[src/rtl/node_controller_if.sv]
// -----------------------------------------------------------------------------
// node_controller_if
// Bundles the scheduler/node-facing signals of one node_controller.
//   go, abort, in_valid : requests and upstream status into the controller
//   node_out            : activated output returned by the node
//   start, reset_acc    : accumulator controls driven to the node
//   cnt_val             : MAC term index driven to the node
//   busy, done, result  : status and captured output back to the scheduler
// The master modport is the environment (scheduler + node); the slave
// modport is the controller itself.
// -----------------------------------------------------------------------------
interface node_controller_if #(
   parameter int OUT_WIDTH = 16
);
   logic                 go;
   logic                 abort;
   logic                 in_valid;
   logic [OUT_WIDTH-1:0] node_out;
   logic                 start;
   logic                 reset_acc;
   logic [6:0]           cnt_val;
   logic                 busy;
   logic                 done;
   logic [OUT_WIDTH-1:0] result;

   modport master (
      output go, abort, in_valid, node_out,
      input  start, reset_acc, cnt_val, busy, done, result
   );

   modport slave (
      input  go, abort, in_valid, node_out,
      output start, reset_acc, cnt_val, busy, done, result
   );
endinterface

[src/rtl/node_controller.sv]
// -----------------------------------------------------------------------------
// node_controller
// Sequences one neural-network node through a full inference: clear the
// accumulator, step through IMAGE_SIZE multiply-accumulate terms (stalling
// while upstream data is not valid), capture the activated output into
// result and pulse done.
//   clk   : system clock, rising edge
//   n_rst : asynchronous active-low reset
//   bus   : node_controller_if slave port (go/abort/in_valid/node_out in,
//           start/reset_acc/cnt_val/busy/done/result out)
// -----------------------------------------------------------------------------
module node_controller #(
   parameter int IMAGE_SIZE = 64,
   parameter int OUT_WIDTH  = 16
) (
   input logic              clk,
   input logic              n_rst,
   node_controller_if.slave bus
);

   localparam logic [6:0] LAST_TERM = 7'(IMAGE_SIZE - 1);

   typedef enum logic [2:0] {
      IDLE    = 3'd0,
      CLEAR   = 3'd1,
      ACCUM   = 3'd2,
      CAPTURE = 3'd3,
      DONE    = 3'd4
   } state_t;

   state_t               state_q, state_d;
   logic [6:0]           k_q, k_d;
   logic [OUT_WIDTH-1:0] result_q, result_d;

   logic                 start_s;
   logic                 reset_acc_s;
   logic [6:0]           cnt_val_s;
   logic                 busy_s;
   logic                 done_s;

   // State, term counter and captured result registers.
   always_ff @(posedge clk or negedge n_rst) begin
      if (!n_rst) begin
         state_q  <= IDLE;
         k_q      <= 7'd0;
         result_q <= {OUT_WIDTH{1'b0}};
      end else begin
         state_q  <= state_d;
         k_q      <= k_d;
         result_q <= result_d;
      end
   end

   // Next-state logic and Moore output decode.
   always_comb begin
      state_d     = state_q;
      k_d         = k_q;
      result_d    = result_q;
      start_s     = 1'b1;
      reset_acc_s = 1'b0;
      cnt_val_s   = 7'd0;
      busy_s      = 1'b1;
      done_s      = 1'b0;

      case (state_q)
         IDLE: begin
            busy_s = 1'b0;
            k_d    = 7'd0;
            // abort takes priority over a simultaneous go
            if (bus.go && !bus.abort) begin
               state_d = CLEAR;
            end else begin
               state_d = IDLE;
            end
         end

         CLEAR: begin
            reset_acc_s = 1'b1;
            k_d         = 7'd0;
            if (bus.abort) begin
               state_d = IDLE;
            end else begin
               state_d = ACCUM;
            end
         end

         ACCUM: begin
            // start is active-low "accumulate": a missing term freezes the node
            start_s   = !bus.in_valid;
            cnt_val_s = k_q;
            if (bus.abort) begin
               state_d = IDLE;
               k_d     = 7'd0;
            end else if (bus.in_valid) begin
               if (k_q == LAST_TERM) begin
                  state_d = CAPTURE;
                  k_d     = 7'd0;
               end else begin
                  state_d = ACCUM;
                  k_d     = k_q + 7'd1;
               end
            end else begin
               state_d = ACCUM;
               k_d     = k_q;
            end
         end

         CAPTURE: begin
            // node_out is stable here because start holds the accumulator
            if (bus.abort) begin
               state_d = IDLE;
            end else begin
               state_d  = DONE;
               result_d = bus.node_out;
            end
         end

         DONE: begin
            done_s  = 1'b1;
            state_d = IDLE;
         end

         default: begin
            state_d = IDLE;
            k_d     = 7'd0;
         end
      endcase
   end

   assign bus.start     = start_s;
   assign bus.reset_acc = reset_acc_s;
   assign bus.cnt_val   = cnt_val_s;
   assign bus.busy      = busy_s;
   assign bus.done      = done_s;
   assign bus.result    = result_q;

endmodule

[src/flat_wrapper.sv]
// flat-port wrapper written by rule: the top's interface ports become plain ports
module node_controller_flat 
#(
   parameter int IMAGE_SIZE = 64,
   parameter int OUT_WIDTH  = 16
)
  (clk, n_rst, bus_go, bus_abort, bus_in_valid, bus_node_out, bus_start, bus_reset_acc, bus_cnt_val, bus_busy, bus_done, bus_result);
  node_controller_if #(.OUT_WIDTH(OUT_WIDTH)) bus_i ();
  input logic clk;
  input logic n_rst;
  input wire logic [$bits(bus_i.go)-1:0] bus_go;
  input wire logic [$bits(bus_i.abort)-1:0] bus_abort;
  input wire logic [$bits(bus_i.in_valid)-1:0] bus_in_valid;
  input wire logic [$bits(bus_i.node_out)-1:0] bus_node_out;
  output wire logic [$bits(bus_i.start)-1:0] bus_start;
  output wire logic [$bits(bus_i.reset_acc)-1:0] bus_reset_acc;
  output wire logic [$bits(bus_i.cnt_val)-1:0] bus_cnt_val;
  output wire logic [$bits(bus_i.busy)-1:0] bus_busy;
  output wire logic [$bits(bus_i.done)-1:0] bus_done;
  output wire logic [$bits(bus_i.result)-1:0] bus_result;
  assign bus_i.go = bus_go;
  assign bus_i.abort = bus_abort;
  assign bus_i.in_valid = bus_in_valid;
  assign bus_i.node_out = bus_node_out;
  assign bus_start = bus_i.start;
  assign bus_reset_acc = bus_i.reset_acc;
  assign bus_cnt_val = bus_i.cnt_val;
  assign bus_busy = bus_i.busy;
  assign bus_done = bus_i.done;
  assign bus_result = bus_i.result;
  node_controller #(.IMAGE_SIZE(IMAGE_SIZE), .OUT_WIDTH(OUT_WIDTH)) u_core (.clk(clk), .n_rst(n_rst), .bus(bus_i));
endmodule
[config.mk]
export PLATFORM = sky130hd
export DESIGN_NAME = node_controller_flat
export DESIGN_NICKNAME = d
export VERILOG_FILES = /design/src/rtl/node_controller_if.sv /design/src/rtl/node_controller.sv /design/src/flat_wrapper.sv
export SDC_FILE = /design/constraint.sdc
export NUM_CORES = 1
export LEC_CHECK = 0
export BUFFER_PORTS_ARGS = -buffer_cell sky130_fd_sc_hd__buf_2
export CORE_UTILIZATION = 49
export CTS_BUF_LIST = sky130_fd_sc_hd__clkbuf_4
export DETAILED_ROUTE_END_ITERATION = 8
export PLACE_DENSITY = 0.88
export RECOVER_POWER = 100
export SKIP_CTS_REPAIR_TIMING = 1
export SLEW_MARGIN = 20
export SYNTH_ARGS = -nofsm -noshare
export SYNTH_HDL_FRONTEND = slang
export SYNTH_SLANG_ARGS = --single-unit
[constraint.sdc]
create_clock -name clk -period 3.67 [get_ports clk]
set_clock_uncertainty 0.2 [all_clocks]
set_input_delay 0.367 -clock clk [delete_from_list [all_inputs] [get_ports clk]]
set_output_delay 0.367 -clock clk [all_outputs]
set_load 0.01 [all_outputs]
=== After elaboration in Yosys (flattened, before gate mapping) ===
Index checks and enable logic that the tools add are counted.

* Add/sub/neg operators: 1
* Eq/ne operators: 6
* Reductions and logical operators: 7
* Multiplexer cells: 16
* Bitwise logic cells: 2

{| class="wikitable"
|+ Operator list
! cell !! count
|-
| $mux 7 || 4
|-
| $pmux 7 s2 || 1
|-
| $pmux 3 s4 || 1
|-
| $add 7x1->7 const B || 1
|-
| $eq 7x6->1 const B || 1
|-
| $mux 1 || 7
|-
| $eq 3x2->1 const B || 2
|-
| $mux 3 || 2
|-
| $reduce_and 2->1 || 2
|-
| $eq 3x1->1 const B || 1
|-
| $eq 3x3->1 const B || 1
|-
| $logic_not 3->1 || 1
|-
| $ne 3x3->1 const B || 1
|-
| $logic_not 1->1 || 2
|-
| $mux 2 || 1
|-
| $not 1->1 || 2
|-
| $reduce_or 2->1 || 1
|-
| $logic_and 1x1->1 || 1
|}

* Output and inout port bits: 27
* Input bits: 21
* Flip-flop bits (word level): 26
* Logic and storage cells: 35

=== Depth between registers and ports, before layout ===
* Word-level depth: 5
* Gate-level depth with buffers: 5

=== Worst setup path before layout ===
Ideal clock, no wire load.

* Path type: register to output
* Start: register u_core.state_q[1]
* End: output bus_cnt_val[0]
* Arrival time: 1.154 ns
* Data required time: 3.103 ns
* Cell stages (with the launch flop): 4
* Path slack: 1.949 ns
* Path buffers: 0
* Path through: dfrtp_1 > nor2b_2 > nor2b_1 > and2_2

* Longest elaborated chain between the ends: 2

{| class="wikitable"
|+ Ends and longest elaborated chain
! element !! line !! source
|-
| from (decl) || node_controller.sv:31 || <nowiki>state_t state_q, state_d;</nowiki>
|-
| from (signal assigned) || node_controller.sv:48 || <nowiki>state_q <= state_d;</nowiki>
|-
| $eq 3x2->1 || node_controller.sv:65 || <nowiki>case (state_q)</nowiki>
|-
| $mux 7 || node_controller.sv:65 ||
|-
| to (decl) || flat_wrapper.sv:17 || <nowiki>output wire logic [$bits(bus_i.cnt_val)-1:0] bus_cnt_val;</nowiki>
|}

No other way between the ends.

=== Worst setup path in the final report ===
* Start: register u_core.state_q[1]
* End: output bus_cnt_val[2]

Same word-level chain as after synthesis.

==> flow_summary_export.csv <==
group,metric,value,unit
pwr,p_seq_frac,0.576,
finish,drive_gt1_frac,0.280,
yosys,ys_async_sr_fraction,1.00,
clock_tree,root_buffer,"clkbuf_4",
yosys,syn-cell-area,1260,sq um
setup_path,cp.arrival,1.96,ns
pwr,switching_share,0.300,
grt,grt_pass1_wl,3580,um
min_path,hp-class,"input port to flop",
timing,fin_crit,2.53,ns
yosys,ys.flop_type,"dfrtp_1",
finish,synthToLayoutAreaGrowth,13.9,%
grt,grt_max_degree,27,
detailed_routing,drc,0,
yosys,yosysTopAreaCell,"dfrtp_1",
floorplanning,start_util,0.514,
grt,grt_use_total,0.179,
clock_tree,clk_pin_slew,0.13,ns
timing,timing.fmax,0.396,GHz
placed_design,dpl.hpwl,1720,um
pwr,power_frac_comb,0.243,
clock_tree,worstSkewPairLatency,0.30,ns
floorplanning,core_area,2450,sq um
finish,diodes,0,
yosys,synth_common_cells,"26 x dfrtp_1, 9 x mux2_4, 8 x mux2_2",
timing,fin_ws,1.14,ns
setup_path,required,3.10,ns
floorplanning,io_pins,48,
pwr,internal-power,0.452,mW
yosys,yosysUniqueCellTypes,32,
timing,worst_slew_pin_slew,1.32,ns
detailed_routing,vias_per_cell,5.14,
detailed_routing,routedWlPerCell,13.0,um
grt,antenna_found_initial,0,
detailed_routing,drtPass1Iterations,2,
detailed_routing,drt_wl_total,2250,um
clock_tree,clock_sinks,26,
run,drv_cap,0,
clock_tree,cts_buffer_depth,2,
yosys,ys_seq_elements,26,
timing,setup_violations,0,
placed_design,gp_congestion,0.756,
yosys,yosysMostFrequentCell,"dfrtp_1",
placed_design,portBuffers,47,
timing,hold_violations,0,
pwr,power.switching,0.194,mW
timing,slew_violations,0,
grt,first_global_vias,784,
yosys,syn_avg_cell_area,13.4,sq um
outcome,status,"completed",
floorplanning,die-area,2780,sq um
setup_path,start_kind,"flop",
pwr,power_frac_clock,0.181,
finish,nets,166,
timing,setup_tns,0,ns
floorplanning,rows,18,
yosys,synth_edf_count,0,
floorplanning,die_y,52.8,um
yosys,synth.top_cell.area_share,0.515,
detailed_routing,ant_nets,0,
timing,period_share,0.689,
setup_path,worstPathMaxFanout,9,
timing,rsz0062_at_grt,"no",
yosys,ys_warn_count,0,
setup_path,worstSetupPathType,"flop to output port",
clock_tree,h-tree-depth,1,
floorplanning,dieWidth,52.8,um
yosys,synth_sequential_area_ratio,0.515,
placed_design,pre_cts_slack,1.45,ns
pwr,powerDensity,450,nW/um^2
setup_path,endpoint_kind,"output port",
grt,overflow,0,
clock_tree,cts_buffers,3,
yosys,synthTopCellsByArea,"dfrtp_1 52%, mux2_4 11%, mux2_2 7.1%",
timing,slew_headroom,0.122,
detailed_routing,drt_iter0_drc,4,
yosys,synth_nets,116,
clock_tree,cts_tree,"yes",
detailed_routing,vias,889,
pwr,leakagePower,0.717,nW
pwr,vdd_ir_drop_max,0.322,mV
yosys,synthCells,94,
-- power by group through the flow --
stage                     sequential [mW]  combinational (mW)  clock, mW
final                               0.373               0.157      0.117
after global routing                0.382               0.175      0.135
after CTS                           0.375               0.200      0.120
after detailed placement            0.378               0.201          0
after global placement              0.377               0.192          0
after floorplan                     0.402              0.0904          0
-- final cells by class --
cell class | count | area, sq um
clock buffer | 3 | 22.5
clock inverter | 1 | 3.75
fill | 231 | 1020
inverter | 1 | 3.75
multi-input combinational | 64 | 508
sequential | 26 | 651
tap | 30 | 37.5
timing repair buffer | 48 | 211
-- through the flow --
stage | power, mW | instances | util | area, sq um | hold slack [ns]
after floorplan | 0.492 | 94 | - | 1260 | -0.129
after global placement | 0.570 | 168 | 0.611 | 1500 | 0.178
after detailed placement | 0.579 | 168 | 0.611 | 1500 | 0.192
after CTS | 0.695 | 172 | 0.621 | 1530 | -0.154
after global routing | 0.693 | 173 | 0.586 | 1440 | 0.0455
final | 0.647 | 173 | 0.586 | 1440 | 0.0624
-- flip-flops by register name, summed over array words and instances (netlist names) --
| name | cells |
|---|---|
| u_core.bus.result | 16 |
| u_core.k_q | 7 |
| u_core.state_q | 3 |
-- path summary, 6_finish.rpt --
path                                    endpoint  slack, ns  cells past startpoint             startpoint
max in group asynchronous  u_core.bus.result[14]       1.84                      2                  n_rst
min in group asynchronous          u_core.k_q[4]       0.66                      2                  n_rst
hold / removal                 u_core.state_q[0]       0.06                      2              bus_abort
setup / recovery                  bus_cnt_val[2]       1.14                      4      u_core.state_q[1]
hold reg to reg            u_core.bus.result[12]       0.31                      1  u_core.bus.result[12]
setup reg to reg                   u_core.k_q[0]       1.39                      4      u_core.state_q[2]
-- critical path: stages, from the launching register on --
cell and delay, ns:
dfrtp_1 0.46, nor2b_1 0.31, nor2b_1 0.50, and2_2 0.23
clkbuf_1 0.15
-- cells by family (layout without fill, tap and decap cells) --
family,Yosys count,count (layout),share of synthesized area
and+or+nand+nor,31,31,0.167
xor gates and xnor gates,1,1,0.00694
buffers and inverters,4,53,0.0317
DFF,26,26,0.515
adders and majority gates,1,1,0.00991
muxes,17,17,0.178
AOI/OAI and AO/OA,14,14,0.0902
-- per-layer routing --
| layer | track usage | share of wire |
|---|---|---|
| met1 | 0.248 | 0.48 |
| met2 | 0.293 | 0.46 |
| met3 | 0.0377 | 0.059 |
| met4 | 0.0263 | 0.0049 |
| met5 | 0 | 0 |
-- cell usage in the layout, fill, tap and decap left out, types with 3 or more instances in the layout --
master,n
mux2_1,9
buf_2,20
o21ai_0,3
nor3_1,4
dfrtp_1,26
and2_2,7
clkbuf_4,3
nand2_1,5
nor2b_1,5
clkbuf_1,27
a22o_1,4
mux2_2,8
(Power assumes the default switching activity.)
